$ cat config.mk
export PLATFORM = sky130hd
export DESIGN_NAME = wb_mem_arbiter_flat
export DESIGN_NICKNAME = d
export VERILOG_FILES = /design/src/rtl/wb_mem_arbiter_if.sv /design/src/rtl/wb_mem_arbiter.sv /design/src/flat_wrapper.sv
export SDC_FILE = /design/constraint.sdc
export NUM_CORES = 1
export LEC_CHECK = 0
export ABC_AREA = 1
export CORE_MARGIN = 2
export CORE_UTILIZATION = 35
export DETAILED_ROUTE_END_ITERATION = 8
export GPL_ROUTABILITY_DRIVEN = 0
export GPL_TIMING_DRIVEN = 0
export PLACE_DENSITY = 0.77
export SETUP_SLACK_MARGIN = 0.15
export SYNTH_ARGS = -nofsm -noshare
export SYNTH_HDL_FRONTEND = slang
export SYNTH_SLANG_ARGS = --single-unit
$ cat constraint.sdc
create_clock -name axis_clk -period 8.05 [get_ports axis_clk]
set_input_delay 0.805 -clock axis_clk [delete_from_list [all_inputs] [get_ports axis_clk]]
set_output_delay 0.805 -clock axis_clk [all_outputs]
set_load 0.005 [all_outputs]
$ cat src/rtl/wb_mem_arbiter_if.sv
// Bus bundle between the arbiter and its neighbours: CPU Wishbone slave path, DMA request port, memory controller.
// The slave modport is the arbiter; the master modport is everything around it.
interface wb_mem_arbiter_if #(
  parameter int pADDR_WIDTH = 32,
  parameter int pDATA_WIDTH = 32
);
  logic                   wbs_cyc_i, wbs_stb_i, wbs_we_i;
  logic [3:0]             wbs_sel_i;
  logic [pADDR_WIDTH-1:0] wbs_adr_i;
  logic [pDATA_WIDTH-1:0] wbs_dat_i;
  logic                   wbs_ack_o;
  logic [pDATA_WIDTH-1:0] wbs_dat_o;

  logic [pADDR_WIDTH-1:0] dma_addr;
  logic                   dma_rw, dma_out_valid;
  logic [pDATA_WIDTH-1:0] dma_out_data;
  logic                   dma_in_valid;
  logic [pDATA_WIDTH-1:0] dma_in_data;
  logic                   dma_ovf;

  logic                   mem_valid, mem_ready, mem_we;
  logic [3:0]             mem_sel;
  logic [pADDR_WIDTH-1:0] mem_addr;
  logic [pDATA_WIDTH-1:0] mem_wdata;
  logic                   mem_rsp_valid;
  logic [pDATA_WIDTH-1:0] mem_rdata;

  modport slave (
    input  wbs_cyc_i, wbs_stb_i, wbs_we_i, wbs_sel_i, wbs_adr_i, wbs_dat_i,
    output wbs_ack_o, wbs_dat_o,
    input  dma_addr, dma_rw, dma_out_valid, dma_out_data,
    output dma_in_valid, dma_in_data, dma_ovf,
    output mem_valid, mem_we, mem_sel, mem_addr, mem_wdata,
    input  mem_ready, mem_rsp_valid, mem_rdata
  );

  modport master (
    output wbs_cyc_i, wbs_stb_i, wbs_we_i, wbs_sel_i, wbs_adr_i, wbs_dat_i,
    input  wbs_ack_o, wbs_dat_o,
    output dma_addr, dma_rw, dma_out_valid, dma_out_data,
    input  dma_in_valid, dma_in_data, dma_ovf,
    input  mem_valid, mem_we, mem_sel, mem_addr, mem_wdata,
    output mem_ready, mem_rsp_valid, mem_rdata
  );
endinterface

$ cat src/rtl/wb_mem_arbiter.sv
// wb_mem_arbiter: serialises CPU Wishbone and DMA pulse requests onto one memory controller port.
// Define ARB_ROUND_ROBIN_EN for round-robin tie-break; default build gives DMA fixed priority on ties.
module wb_mem_arbiter #(
  parameter int pADDR_WIDTH = 32,
  parameter int pDATA_WIDTH = 32
) (
  input logic             axis_clk,
  input logic             axis_rst,
  wb_mem_arbiter_if.slave bus
);
  typedef enum logic [1:0] {S_IDLE, S_ISSUE, S_WAIT, S_RESP} state_t;
  localparam logic OWN_CPU = 1'b0;
  localparam logic OWN_DMA = 1'b1;

  state_t                 state_q;
  logic                   owner_q, abort_q;
  logic                   dma_pend_q, dma_pend_d, dma_ovf_q, dma_ovf_d, dma_cap;
  logic                   dma_rw_q;
  logic [pADDR_WIDTH-1:0] dma_addr_q, mem_addr_q;
  logic [pDATA_WIDTH-1:0] dma_data_q, mem_wdata_q, wbs_dat_q, dma_in_data_q;
  logic                   mem_valid_q, mem_we_q, wbs_ack_q, dma_in_valid_q;
  logic [3:0]             mem_sel_q;
  logic                   cpu_req, grant, dma_win, dma_take;

  assign cpu_req  = bus.wbs_cyc_i & bus.wbs_stb_i;
  assign grant    = (state_q == S_IDLE) & (cpu_req | dma_pend_q);
  assign dma_take = grant & dma_win;

`ifdef ARB_ROUND_ROBIN_EN
  logic last_grant_q;
  assign dma_win = dma_pend_q & (~cpu_req | (last_grant_q == OWN_CPU));
  always_ff @(posedge axis_clk or posedge axis_rst) begin
    if (axis_rst)   last_grant_q <= OWN_CPU;
    else if (grant) last_grant_q <= dma_win;
  end
`else
  assign dma_win = dma_pend_q;
`endif

  // A pulse landing on the grant cycle refills the entry: set beats clear.
  always_comb begin
    dma_pend_d = dma_pend_q;
    dma_ovf_d  = dma_ovf_q;
    dma_cap    = 1'b0;
    if (dma_take) dma_pend_d = 1'b0;
    if (bus.dma_out_valid) begin
      if (!dma_pend_q || dma_take) begin
        dma_cap    = 1'b1;
        dma_pend_d = 1'b1;
      end else begin
        dma_ovf_d  = 1'b1;
      end
    end
  end

  always_ff @(posedge axis_clk or posedge axis_rst) begin
    if (axis_rst) begin
      dma_pend_q <= 1'b0;
      dma_ovf_q  <= 1'b0;
      dma_rw_q   <= 1'b0;
      dma_addr_q <= '0;
      dma_data_q <= '0;
    end else begin
      dma_pend_q <= dma_pend_d;
      dma_ovf_q  <= dma_ovf_d;
      if (dma_cap) begin
        dma_rw_q   <= bus.dma_rw;
        dma_addr_q <= bus.dma_addr;
        dma_data_q <= bus.dma_out_data;
      end
    end
  end

  always_ff @(posedge axis_clk or posedge axis_rst) begin
    if (axis_rst) begin
      state_q        <= S_IDLE;
      owner_q        <= OWN_CPU;
      abort_q        <= 1'b0;
      mem_valid_q    <= 1'b0;
      mem_we_q       <= 1'b0;
      mem_sel_q      <= '0;
      mem_addr_q     <= '0;
      mem_wdata_q    <= '0;
      wbs_ack_q      <= 1'b0;
      wbs_dat_q      <= '0;
      dma_in_valid_q <= 1'b0;
      dma_in_data_q  <= '0;
    end else begin
      // CPU walking away mid-transaction only suppresses its ack; memory still completes.
      if ((state_q == S_ISSUE || state_q == S_WAIT) && owner_q == OWN_CPU && !bus.wbs_cyc_i)
        abort_q <= 1'b1;
      case (state_q)
        S_IDLE: if (grant) begin
          owner_q     <= dma_win;
          abort_q     <= 1'b0;
          mem_valid_q <= 1'b1;
          if (dma_win) begin
            mem_we_q    <= dma_rw_q;
            mem_sel_q   <= 4'hF;
            mem_addr_q  <= dma_addr_q;
            mem_wdata_q <= dma_data_q;
          end else begin
            mem_we_q    <= bus.wbs_we_i;
            mem_sel_q   <= bus.wbs_sel_i;
            mem_addr_q  <= bus.wbs_adr_i;
            mem_wdata_q <= bus.wbs_dat_i;
          end
          state_q <= S_ISSUE;
        end
        S_ISSUE: if (bus.mem_ready) begin
          mem_valid_q <= 1'b0;
          state_q     <= S_WAIT;
        end
        S_WAIT: if (bus.mem_rsp_valid) begin
          if (owner_q == OWN_DMA) begin
            dma_in_valid_q <= 1'b1;
            if (!mem_we_q) dma_in_data_q <= bus.mem_rdata;
          end else begin
            wbs_ack_q <= bus.wbs_cyc_i & ~abort_q;
            if (!mem_we_q) wbs_dat_q <= bus.mem_rdata;
          end
          state_q <= S_RESP;
        end
        S_RESP: begin
          wbs_ack_q      <= 1'b0;
          dma_in_valid_q <= 1'b0;
          state_q        <= S_IDLE;
        end
        default: state_q <= S_IDLE;
      endcase
    end
  end

  assign bus.wbs_ack_o    = wbs_ack_q;
  assign bus.wbs_dat_o    = wbs_dat_q;
  assign bus.dma_in_valid = dma_in_valid_q;
  assign bus.dma_in_data  = dma_in_data_q;
  assign bus.dma_ovf      = dma_ovf_q;
  assign bus.mem_valid    = mem_valid_q;
  assign bus.mem_we       = mem_we_q;
  assign bus.mem_sel      = mem_sel_q;
  assign bus.mem_addr     = mem_addr_q;
  assign bus.mem_wdata    = mem_wdata_q;
endmodule

$ cat src/flat_wrapper.sv
// flat-port wrapper written by rule: the top's interface ports become plain ports
module wb_mem_arbiter_flat 
#(
  parameter int pADDR_WIDTH = 32,
  parameter int pDATA_WIDTH = 32
)
  (axis_clk, axis_rst, bus_wbs_cyc_i, bus_wbs_stb_i, bus_wbs_we_i, bus_wbs_sel_i, bus_wbs_adr_i, bus_wbs_dat_i, bus_wbs_ack_o, bus_wbs_dat_o, bus_dma_addr, bus_dma_rw, bus_dma_out_valid, bus_dma_out_data, bus_dma_in_valid, bus_dma_in_data, bus_dma_ovf, bus_mem_valid, bus_mem_we, bus_mem_sel, bus_mem_addr, bus_mem_wdata, bus_mem_ready, bus_mem_rsp_valid, bus_mem_rdata);
  wb_mem_arbiter_if #(.pADDR_WIDTH(pADDR_WIDTH), .pDATA_WIDTH(pDATA_WIDTH)) bus_i ();
  input logic axis_clk;
  input logic axis_rst;
  input wire logic [$bits(bus_i.wbs_cyc_i)-1:0] bus_wbs_cyc_i;
  input wire logic [$bits(bus_i.wbs_stb_i)-1:0] bus_wbs_stb_i;
  input wire logic [$bits(bus_i.wbs_we_i)-1:0] bus_wbs_we_i;
  input wire logic [$bits(bus_i.wbs_sel_i)-1:0] bus_wbs_sel_i;
  input wire logic [$bits(bus_i.wbs_adr_i)-1:0] bus_wbs_adr_i;
  input wire logic [$bits(bus_i.wbs_dat_i)-1:0] bus_wbs_dat_i;
  output wire logic [$bits(bus_i.wbs_ack_o)-1:0] bus_wbs_ack_o;
  output wire logic [$bits(bus_i.wbs_dat_o)-1:0] bus_wbs_dat_o;
  input wire logic [$bits(bus_i.dma_addr)-1:0] bus_dma_addr;
  input wire logic [$bits(bus_i.dma_rw)-1:0] bus_dma_rw;
  input wire logic [$bits(bus_i.dma_out_valid)-1:0] bus_dma_out_valid;
  input wire logic [$bits(bus_i.dma_out_data)-1:0] bus_dma_out_data;
  output wire logic [$bits(bus_i.dma_in_valid)-1:0] bus_dma_in_valid;
  output wire logic [$bits(bus_i.dma_in_data)-1:0] bus_dma_in_data;
  output wire logic [$bits(bus_i.dma_ovf)-1:0] bus_dma_ovf;
  output wire logic [$bits(bus_i.mem_valid)-1:0] bus_mem_valid;
  output wire logic [$bits(bus_i.mem_we)-1:0] bus_mem_we;
  output wire logic [$bits(bus_i.mem_sel)-1:0] bus_mem_sel;
  output wire logic [$bits(bus_i.mem_addr)-1:0] bus_mem_addr;
  output wire logic [$bits(bus_i.mem_wdata)-1:0] bus_mem_wdata;
  input wire logic [$bits(bus_i.mem_ready)-1:0] bus_mem_ready;
  input wire logic [$bits(bus_i.mem_rsp_valid)-1:0] bus_mem_rsp_valid;
  input wire logic [$bits(bus_i.mem_rdata)-1:0] bus_mem_rdata;
  assign bus_i.wbs_cyc_i = bus_wbs_cyc_i;
  assign bus_i.wbs_stb_i = bus_wbs_stb_i;
  assign bus_i.wbs_we_i = bus_wbs_we_i;
  assign bus_i.wbs_sel_i = bus_wbs_sel_i;
  assign bus_i.wbs_adr_i = bus_wbs_adr_i;
  assign bus_i.wbs_dat_i = bus_wbs_dat_i;
  assign bus_wbs_ack_o = bus_i.wbs_ack_o;
  assign bus_wbs_dat_o = bus_i.wbs_dat_o;
  assign bus_i.dma_addr = bus_dma_addr;
  assign bus_i.dma_rw = bus_dma_rw;
  assign bus_i.dma_out_valid = bus_dma_out_valid;
  assign bus_i.dma_out_data = bus_dma_out_data;
  assign bus_dma_in_valid = bus_i.dma_in_valid;
  assign bus_dma_in_data = bus_i.dma_in_data;
  assign bus_dma_ovf = bus_i.dma_ovf;
  assign bus_mem_valid = bus_i.mem_valid;
  assign bus_mem_we = bus_i.mem_we;
  assign bus_mem_sel = bus_i.mem_sel;
  assign bus_mem_addr = bus_i.mem_addr;
  assign bus_mem_wdata = bus_i.mem_wdata;
  assign bus_i.mem_ready = bus_mem_ready;
  assign bus_i.mem_rsp_valid = bus_mem_rsp_valid;
  assign bus_i.mem_rdata = bus_mem_rdata;
  wb_mem_arbiter #(.pADDR_WIDTH(pADDR_WIDTH), .pDATA_WIDTH(pDATA_WIDTH)) u_core (.axis_clk(axis_clk), .axis_rst(axis_rst), .bus(bus_i));
endmodule
==> summary.txt <==
Status: finished clean
Post-cts repair resize count: 0
Initial antenna violation count: 1
Tmin final: 2320 ps
Yosys cell types: 21
Max Slew Vio Count: 0
FF+latch count, synth: 207
Latest clock arrival within the worst-skew pair: 510 ps
Area contributors post-synth: dfrtp_1 60%, nand2_1 12%, o21ai_0 10%
H-tree depth: 1
Area leader, netlist: dfrtp_1
Crit path max-delay family: buffers and inverters
Maximum Capacitance Violations: 0
FMAX: 432 MHz
DRC: 0
Crit path cell chain: clkdlybuf4s50_1
TritonCTS Buffers: 23
Period utilisation layout: 28.8%
Worst R2R End: u_core.dma_data_q[2]
DRT Pass-1 Iters: 5
Slew @ Worst Pin: 753 ps
DR vias/cell: 4.80
Critical R2R Launch: u_core.state_q[1]
Site row count: 57
Mapped cell area: 0.00870 mm^2
Worst EP required: 7240 ps
Antenna viol nets, final: 0
Port bufs: 309
Hold/Removal Path Class: register to register
Worst Path Buf+Inv: 1
Initial Util: 35.7%
First-pass GRT wire length: 42,400 um
Clock sink count: 207
Number of setup violations in the final report: 0
CTS tree: built
Vias in the first global route: 8,069
Worst path slowest cell: clkdlybuf4s50_1
Setup CP Type: register to primary output
Core Area: 0.0244 mm^2
Root Buffer: clkbuf_16
Syn_area_per_cell: 9.10 um^2
WL final: 27,000 um
DR vias: 7,828
Hold-fix buffers, CTS: 0
CP max FO: 3
Startpoint Class: register
Slowest stage delay, CP: 560 ps
Post-CTS setup buffer count: 0
Initial DRC Count: 612
IO Pins: 310
Avg WL per Cell: 16.5 um
Die Y: 162 um
Chip width: 162 um
Overall Global Routing Usage: 20.5%
Final core occ: 53.3%
Largest net degree at the start of global routing: 132
NumNets Final: 1,468
Slew headroom: 49.8%
Final setup TNS: 0 ps
Critical Path End Type: primary output
Syn_nets: 1,133
Post-DP HPWL: 20,400 um
Max clock buf depth: 3
Area after DPL: 0.0122 mm^2
Final Cell Area: 0.0130 mm^2
Critical path depth in cells: 1
P&R area growth vs syn: 49.4%
Max IR drop VDD: 0.184 mV
Crit path launch: u_core.bus.mem_we
Setup crit end: bus_mem_we
Post-synth top area share: 59.6%
Die area: 0.0261 mm^2
Unrepaired setup endpoints after global routing: no
Register area share after synthesis: 59.6%
Final Hold Viols: 0
Power per cell area: 377 mW/mm^2
Mapped Cells: 956
Leakage Power: 5.96 nW
Critical path arrival: 1510 ps
Layout cells sized above 1: 11.4%
Grt total ovfl: 0
Clk_skew: 11.2 ps
FF-to-FF setup slack: 6090 ps
Synth warn: 0
R2R depth: 8
Worst-path clk slew: 60 ps
metal layers:
layer	vias up	wire [um]	track usage [%]
met2	314	13000	35.9
met5	-	13	0
li1	3757	-	-
met1	3696	10800	24.5
met3	59	2410	5.91
met4	2	738	6.15
power breakdown:
part	internal [mW]	total (mW)	switching, mW
Sequential	1.53	1.81	0.276
Clock	0.627	1.06	0.429
Combinational	1.04	2.04	0.997
cells in the final DEF, fill, tap and decap left out, types with 6 or more instances in the layout:
master | Yosys | routed
nand3_1 | 72 | 72
clkbuf_1 | 31 | 33
buf_2 | 13 | 13
o21ai_0 | 173 | 173
nand2_1 | 285 | 285
or2_2 | 65 | 65
dfrtp_1 | 207 | 207
o21ai_1 | 19 | 19
clkbuf_16 | 0 | 23
buf_6 | 9 | 9
inv_1 | 46 | 45
clkdlybuf4s50_1 | 0 | 309
clkinv_2 | 0 | 6
o21ai_2 | 10 | 10
worst min-delay path by stage:
stage                             to                   from  cells past startpoint  slack (ps)
3_5_place_dp         u_core.dma_rw_q        u_core.dma_rw_q                      2         450
3_3_place_gp    u_core.dma_data_q[1]   u_core.dma_data_q[1]                      2         450
2_1_floorplan   u_core.dma_addr_q[0]   u_core.dma_addr_q[0]                      2         440
4_1_cts        u_core.dma_data_q[16]  u_core.dma_data_q[16]                      2         470
6_report       u_core.dma_data_q[16]  u_core.dma_data_q[16]                      2         460
5_1_grt        u_core.dma_data_q[20]  u_core.dma_data_q[20]                      2         480
synth_stat cells (all sizes together):
library cell	n
buf	30
clkbuf	33
dfrtp	207
ha	4
inv	47
nand2	286
nand3	74
nand4	2
nor2	5
o21ai	202
o21bai	1
or2	65
metrics by stage:
step	setup slack, ps	instances	power [mW]	hold slack [ps]
after CTS	5700	1631	4.96	468
after floorplan	1590	956	2.77	437
after global placement	-1030	1589	3.81	448
after global routing	5680	1631	5.27	481
after detailed placement	5530	1590	3.88	453
final	5730	1632	4.90	464
final cells by class:
cell class | instances | area (um^2)
antenna | 1 | 2.50
buffer | 63 | 342
clock buffer | 29 | 638
clock inverter | 12 | 124
fill | 2255 | 11400
inverter | 47 | 184
multi-input combinational | 639 | 3000
sequential | 207 | 5180
tap | 324 | 405
timing repair buffer | 310 | 3120
state kept, by name, summed over array words and instances, names as in the netlist:
signal / count
u_core.abort_q: 1
u_core.bus.mem_valid: 1
u_core.dma_pend_q: 1
u_core.bus.dma_in_valid: 1
u_core.bus.mem_wdata: 32
u_core.dma_addr_q: 32
u_core.bus.wbs_ack_o: 1
u_core.owner_q: 1
u_core.bus.mem_we: 1
u_core.dma_data_q: 32
u_core.bus.dma_in_data: 32
u_core.bus.wbs_dat_o: 32
u_core.dma_rw_q: 1
u_core.state_q: 2
u_core.bus.mem_sel: 4
u_core.bus.dma_ovf: 1
u_core.bus.mem_addr: 32
kinds of logic after synthesis:
family                     synth area share, %
AOI/OAI and AO/OA                         12.1
adders and majority gates                0.575
buffers and inverters                     5.96
DFF                                       59.6
and+or+nand+nor                           21.8
No activity file was read; power rests on OpenSTA's default activity.
